--- config.mk ---
export PLATFORM = sky130hd
export DESIGN_NAME = sevenseg_scan_controller
export DESIGN_NICKNAME = d
export VERILOG_FILES = /design/src/rtl/sevenseg_scan_controller.sv
export SDC_FILE = /design/constraint.sdc
export NUM_CORES = 1
export LEC_CHECK = 0
export CAP_MARGIN = 20
export CORE_UTILIZATION = 45
export DETAILED_ROUTE_END_ITERATION = 8
export PLACE_DENSITY = 0.67
export SYNTH_ARGS = -nofsm -noshare
export SYNTH_HDL_FRONTEND = slang
export SYNTH_SLANG_ARGS = --single-unit
--- constraint.sdc ---
create_clock -name i_clk -period 4.6 [get_ports i_clk]
set_input_delay 0.92 -clock i_clk [delete_from_list [all_inputs] [get_ports i_clk]]
set_output_delay 0.92 -clock i_clk [all_outputs]
set_load 0.01 [all_outputs]
--- src/rtl/sevenseg_scan_controller.sv ---
// sevenseg_scan_controller
//   Time-multiplexes four hex nibbles onto one shared seven-segment decoder
//   and a 4-digit common-anode display. It rotates one active-low anode at a
//   time. New display data is staged and committed only at the frame wrap
//   (digit 3 -> 0), so a digit never shows a torn value.
//
//   Optional feature macro: SEVENSEG_SCAN_BLANK_EN
//     When defined, a BLANK gap of BLANK_CYCLES (all anodes off) follows each
//     digit's DIVIDE-cycle dwell. When undefined, digits follow back to back
//     and BLANK_CYCLES only sizes the counter.
//
// Parameters
//   DIVIDE       active dwell per digit in cycles (>= 2)
//   BLANK_CYCLES blank gap per digit in cycles (>= 1)
// Ports
//   i_clk        system clock
//   i_reset      synchronous active-high reset
//   i_data       [3:0] digit 0 (rightmost) .. [15:12] digit 3
//   i_load       stage i_data (sampled every cycle it is high)
//   i_digit_en   per-digit enable, 1 = lit
//   o_hex        nibble for the decoder
//   o_an_n       active-low anodes
//   o_digit      current digit index
//   o_load_ack   one-cycle pulse when the display buffer commits
//   o_frame      one-cycle pulse when the scan wraps 3 -> 0
module sevenseg_scan_controller #(
  parameter int DIVIDE       = 100000,
  parameter int BLANK_CYCLES = 1000
) (
  input  logic        i_clk,
  input  logic        i_reset,
  input  logic [15:0] i_data,
  input  logic        i_load,
  input  logic [3:0]  i_digit_en,
  output logic [3:0]  o_hex,
  output logic [3:0]  o_an_n,
  output logic [1:0]  o_digit,
  output logic        o_load_ack,
  output logic        o_frame
);

  localparam int CNT_MAX = (DIVIDE > BLANK_CYCLES) ? DIVIDE : BLANK_CYCLES;
  localparam int CW      = (CNT_MAX > 2) ? $clog2(CNT_MAX) : 1;

  localparam logic [CW-1:0] DIV_TC = CW'(DIVIDE - 1);
`ifdef SEVENSEG_SCAN_BLANK_EN
  localparam logic [CW-1:0] BLK_TC = CW'(BLANK_CYCLES - 1);
`endif

  localparam logic [0:0] ST_ACTIVE = 1'b0;
`ifdef SEVENSEG_SCAN_BLANK_EN
  localparam logic [0:0] ST_BLANK  = 1'b1;
`endif

  logic [15:0]   disp, disp_nxt;
  logic [15:0]   stage, stage_nxt;
  logic          pend, pend_nxt;
  logic [0:0]    state, state_nxt;
  logic [1:0]    digit, digit_nxt;
  logic [CW-1:0] cnt, cnt_nxt;
  logic          step, wrap, commit;
  logic [3:0]    an_nxt;

  always_comb begin
    state_nxt = state;
    cnt_nxt   = cnt + 1'b1;
    step      = 1'b0;
`ifdef SEVENSEG_SCAN_BLANK_EN
    if (state == ST_BLANK) begin
      if (cnt == BLK_TC) begin
        cnt_nxt   = '0;
        state_nxt = ST_ACTIVE;
        step      = 1'b1;
      end
    end else if (cnt == DIV_TC) begin
      cnt_nxt   = '0;
      state_nxt = ST_BLANK;
    end
`else
    if (cnt == DIV_TC) begin
      cnt_nxt = '0;
      step    = 1'b1;
    end
`endif
    digit_nxt = step ? digit + 2'd1 : digit;
    wrap      = step && (digit == 2'd3);

    // A load on the wrap cycle itself is taken directly, bypassing stage.
    commit    = wrap && (pend || i_load);
    disp_nxt  = commit ? (i_load ? i_data : stage) : disp;
    stage_nxt = i_load ? i_data : stage;
    pend_nxt  = commit ? 1'b0 : (pend || i_load);

    // Disabled digits still occupy their slot; only the anode is held off.
    an_nxt = 4'hF;
    for (int k = 0; k < 4; k++)
      if (state_nxt == ST_ACTIVE && digit_nxt == 2'(k) && i_digit_en[k])
        an_nxt[k] = 1'b0;
  end

  always_ff @(posedge i_clk) begin
    if (i_reset) begin
      disp       <= '0;
      stage      <= '0;
      pend       <= 1'b0;
      state      <= ST_ACTIVE;
      digit      <= 2'd0;
      cnt        <= '0;
      o_hex      <= 4'h0;
      o_an_n     <= 4'hF;
      o_digit    <= 2'd0;
      o_load_ack <= 1'b0;
      o_frame    <= 1'b0;
    end else begin
      disp       <= disp_nxt;
      stage      <= stage_nxt;
      pend       <= pend_nxt;
      state      <= state_nxt;
      digit      <= digit_nxt;
      cnt        <= cnt_nxt;
      // Outputs come from next-state values so they line up with the state.
      o_hex      <= disp_nxt[{digit_nxt, 2'b00} +: 4];
      o_an_n     <= an_nxt;
      o_digit    <= digit_nxt;
      o_load_ack <= commit;
      o_frame    <= wrap;
    end
  end

endmodule

-- Word level (Yosys, flattened, before mapping)
Cells that the tools add are included.
- input port bits: 23
- output and inout bits: 12
- register bits after elaboration: 62
- add/sub/neg operators: 2
- equality and inequality tests: 5
- muxes and demuxes: 8
- reduce and logical (&&, ||, !) cells: 10
- shift-type cells: 1
- operator list (operator ; number):
    $mux W16 ; 2
    $add A17 B1 Y17 const B ; 1
    $eq A17 B17 Y1 const B ; 1
    $shiftx A16 B5 Y4 ; 1
    $eq A2 B2 Y1 const B ; 3
    $logic_and A1 B1 Y1 ; 6
    $mux W1 ; 5
    $reduce_or A2 Y1 ; 2
    $add A2 B1 Y2 const B ; 1
    $eq A2 B1 Y1 const B ; 1
    $logic_not A2 Y1 ; 1
    $mux W2 ; 1
    $logic_or A1 B1 Y1 ; 1

-- Longest topological paths before layout
- word-level depth: 6
- mapped depth: 8
- depth with buffers taken out: 6

-- Worst setup path after synthesis
Ideal clock, no wire load.
- kind: input-to-reg
- start: input i_load
- end: register o_hex[3]
- path slack: 2065 ps
- setup time: 136 ps
- data arrival time: 2398 ps
- cell stages on the path: 8
- required time: 4464 ps
- cell sequence: buf_2 buf_2 buf_2 mux2i_1 a2bb2oi_1 o21ai_0 o311ai_0 a32oi_1
- word-level cells in the longest chain between the ends: 4
- elaborated cells between the ends (all ways): 5
- RTL lines (item ; line ; source):
    start: declaration ; 33 ; input logic i_load,
    $logic_or A1 B1 Y1 ; 89 ; commit = wrap && (pend || i_load);
    $logic_and A1 B1 Y1 ; 89 ;
    $mux W16 (*) ; 90 ; disp_nxt = commit ? (i_load ? i_data : stage) : disp;
    $shiftx A16 B5 Y4 (*) ; 122 ; o_hex <= disp_nxt[{digit_nxt, 2'b00} +: 4];
    end signal: assignment ; 122 ;
    end: declaration ; 35 ; output logic [3:0] o_hex,
Every way passes the cells marked *; elsewhere a longest branch is shown, timed or not.
A chain may end at the register's enable or synchronous reset.

-- Worst setup path in the final report
- start: input i_load
- end: register o_hex[2]
The elaborated chain is that of the path after synthesis.

==> flow_metrics.tcl <==
set metrics [dict create \
    place_hpwl_mm 4.31 \
    cts_tree "built" \
    die_height_um 81.3 \
    wl_met1_mm 2.91 \
    synth-seq-cells 62 \
    synth-edff-count 0 \
    post-cts-setup-buffers 0 \
    synth_area_sq_um 2830 \
    r2r-end "disp[0]" \
    path_cells "clkdlybuf4s50_1 -> buf_4 -> mux2i_1 -> mux4_2 -> and4_1 -> o22a_1 -> a211oi_1" \
    routed_via_density 5.64 \
    wl_met3_um 180 \
    fill_cells 558 \
    fmax_mhz 342 \
    yosys_warnings 0 \
    min_path_type "flip-flop to flip-flop" \
    worst_path_max_delay_cell "clkdlybuf4s50_1" \
    seq_power_share_pct 47.1 \
    slew_headroom_pct 46.9 \
    leakagePower_nw 1.25 \
    cp-end-kind "flip-flop" \
    finalSetupTns_ns 0 \
    drtIter0Drc 152 \
    layout-drive-gt1-share_pct 11.4 \
    cts_hold_buffers 0 \
    dp.cells 402 \
    antenna_found_initial 0 \
    crit_type "primary input to flip-flop" \
    fp.dieW_um 81.3 \
    syn2layout_area_growth_pct 21.8 \
    gp_congestion 0.873 \
    hold_depth 1 \
    syn_avg_cell_area_sq_um 9.28 \
    clockBufferDepth 2 \
    wire_per_inst_um 14.9 \
    start_kind "primary input" \
    overflow 0 \
    vias 2356 \
    post-route-min-period_ns 2.93 \
    p_clk_share_pct 47.2 \
    cts_repair_resize_count 0 \
    dr_wl_met2_mm 3.03 \
    async_reset_ff_share_pct 0 \
    n_antenna_cell 0 \
    finalNetCount 363 \
    path_max_fanout 17 \
    rr_worst_depth 6 \
    route.detailed.drc 0 \
    htreeDepth 3 \
    grt_pass1_vias 2224 \
    ir_worst_vdd_uv 362 \
    portBuffers 34 \
    required_ns 4.85 \
    grt_usage_pct 21.4 \
    setup_viol 0 \
    drv_cap 0 \
    setup_ws_ns 1.67 \
    rsz0062_at_grt "no" \
    post-route-period-util_pct 63.6 \
    grt_max_degree 37 \
    path_clk_slew_ns 0.07 \
    powerDensity_nw_per_um2 341 \
    final_core_util_pct 57.6 \
    insertion_delay_ns 0.34 \
    antenna_left 0 \
    crit_arrival_ns 3.18 \
    rows 28 \
    top_layer_used "met4" \
    dr.pass1.iters 4 \
    fin_cells 418 \
    multi_input_area_sq_um 1480 \
    maxSlewViolCount 0 \
    root_buffer "clkbuf_8" \
    yosysSeqAreaShare_pct 43.8 \
    die_area_sq_um 6610 \
    outcome "completed" \
    p_int_mw 0.930 \
    dpl_worst_slack_ns 1.31 \
    r2r_start "cnt[10]" \
    switching_share_pct 20.9 \
    register_area_sq_um 1240 \
    rrSetupSlack_ns 2.04 \
    p_comb_share_pct 5.7 \
    min_from "cnt[0]" \
    netlist_instances 305 \
    tightest_slew_ns 0.790 \
    whs_ns 0.442 \
    syn_nets 330 \
    synth_flop_cell "dfxtp_1" \
    finClkSkew_ns 0.00697 \
    hold_end "cnt[0]" \
    cts_sinks 62 \
    core_region_area_sq_um 5990 \
    cts_made_buffers 9 \
    io_pins 35 \
    initial_utilization_pct 47.3 \
    hold_viol_final 0 \
    wirelength_mm 6.23 \
    crit_path_max_incr_delay_ns 0.69 \
    crit_path_start "i_load" \
    p_switching_mw 0.246 \
    ys_types 50 \
    grt_pass1_wl_mm 10.6 \
]
==> worst max path at each step <==
stage / endpoint / slack, ns
after global routing: o_hex[0] / 1.47
after global placement: o_hex[2] / 1.36
after floorplan: o_hex[3] / 2.07
after detailed placement: o_hex[2] / 1.31
after CTS: o_hex[2] / 1.65
final: o_hex[2] / 1.67
==> synthesized netlist by cell type, types with 2 or more instances <==
master | count | share of area [%]
nand4_1 | 3 | 0.66
nor2b_1 | 5 | 1.1
nor2_1 | 57 | 7.6
xor2_1 | 9 | 2.8
a21boi_0 | 2 | 0.53
a211oi_1 | 4 | 1.1
a41o_1 | 2 | 0.71
and3_1 | 9 | 2.0
o21ai_0 | 11 | 1.9
mux2i_1 | 19 | 6.7
nor3_1 | 4 | 0.71
and4_1 | 3 | 0.93
a32oi_1 | 3 | 0.93
xnor2_1 | 8 | 2.5
a31oi_1 | 2 | 0.44
buf_6 | 2 | 0.80
a22oi_1 | 2 | 0.53
ha_1 | 2 | 0.88
clkbuf_1 | 8 | 1.1
a21oi_1 | 5 | 0.88
a211oi_2 | 14 | 6.2
nand3_1 | 16 | 2.8
a2bb2oi_1 | 2 | 0.62
dfxtp_1 | 62 | 44
nor4_1 | 2 | 0.44
inv_1 | 4 | 0.53
nand2_1 | 14 | 1.9
buf_2 | 5 | 0.88
o311ai_0 | 2 | 0.62
o211ai_1 | 4 | 1.1
==> layout by cell type, fill, tap and decap left out, drive strengths merged, types with 4 or more instances in the layout <==
cell | Yosys | final
and3 | 9 | 9
nand3 | 16 | 16
o211ai | 4 | 4
o21ai | 11 | 11
nor2b | 5 | 5
a21oi | 5 | 5
inv | 4 | 4
dfxtp | 62 | 62
buf | 9 | 5
nor2 | 57 | 57
a211oi | 18 | 18
nand2 | 15 | 15
nor3 | 5 | 5
clkdlybuf4s50 | 0 | 34
xnor2 | 8 | 8
clkbuf | 8 | 13
mux2i | 19 | 19
xor2 | 9 | 9
==> kinds of logic (layout without fill, tap and decap cells) <==
kind of cell	count (synthesis)	in the layout	synth area share, %
adders and majority gates	2	2	0.884
muxes	20	20	7.51
xor gates and xnor gates	17	17	5.26
buffers and inverters	22	60	3.80
and+or+nand+nor	119	119	20.2
AOI/OAI and AO/OA	63	63	18.5
DFF	62	62	43.8
==> layer usage <==
| layer | global-route usage, % | up-vias |
|---|---|---|
| li1 | - | 1170 |
| met1 | 27.0 | 1129 |
| met5 | 0 | - |
| met4 | 10.2 | 0 |
| met3 | 4.49 | 11 |
| met2 | 34.6 | 46 |
==> metrics by stage <==
| step | cell area (sq um) | total power, mW |
|---|---|---|
| 6_report | 3450 | 1.18 |
| 2_1_floorplan | 2830 | 0.602 |
| 5_1_grt | 3450 | 1.22 |
| 3_3_place_gp | 3210 | 0.632 |
| 3_5_place_dp | 3210 | 0.633 |
| 4_1_cts | 3450 | 1.19 |
==> area by class of cell <==
class,instances,area share (%)
timing repair buffer,39,11.0
sequential,62,36.0
tap,75,2.72
inverter,5,0.544
multi-input combinational,221,43.0
clock buffer,13,4.90
clock inverter,3,1.89
==> critical path, delay by kind of cell <==
family          cells  cell delay (ns)
buf+inv             2             1.04
simple gates        1             0.21
compound gates      2             0.35
mux                 2             0.65
==> power by group through the flow <==
stage / combinational, mW / clock [mW] / sequential (mW)
after global routing: 0.0737 / 0.593 / 0.555
after detailed placement: 0.0679 / 0 / 0.565
after floorplan: 0.0376 / 0 / 0.564
after global placement: 0.0670 / 0 / 0.565
final: 0.0672 / 0.555 / 0.554
after CTS: 0.0684 / 0.565 / 0.553
==> sequential cells by signal (all words and copies together) (netlist names) <==
name,count
digit,2
stage,16
o_load_ack,1
o_frame,1
cnt,17
disp,16
o_hex,4
pend,1
o_an_n,4
Note: power is estimated with default switching activity, not from simulation.
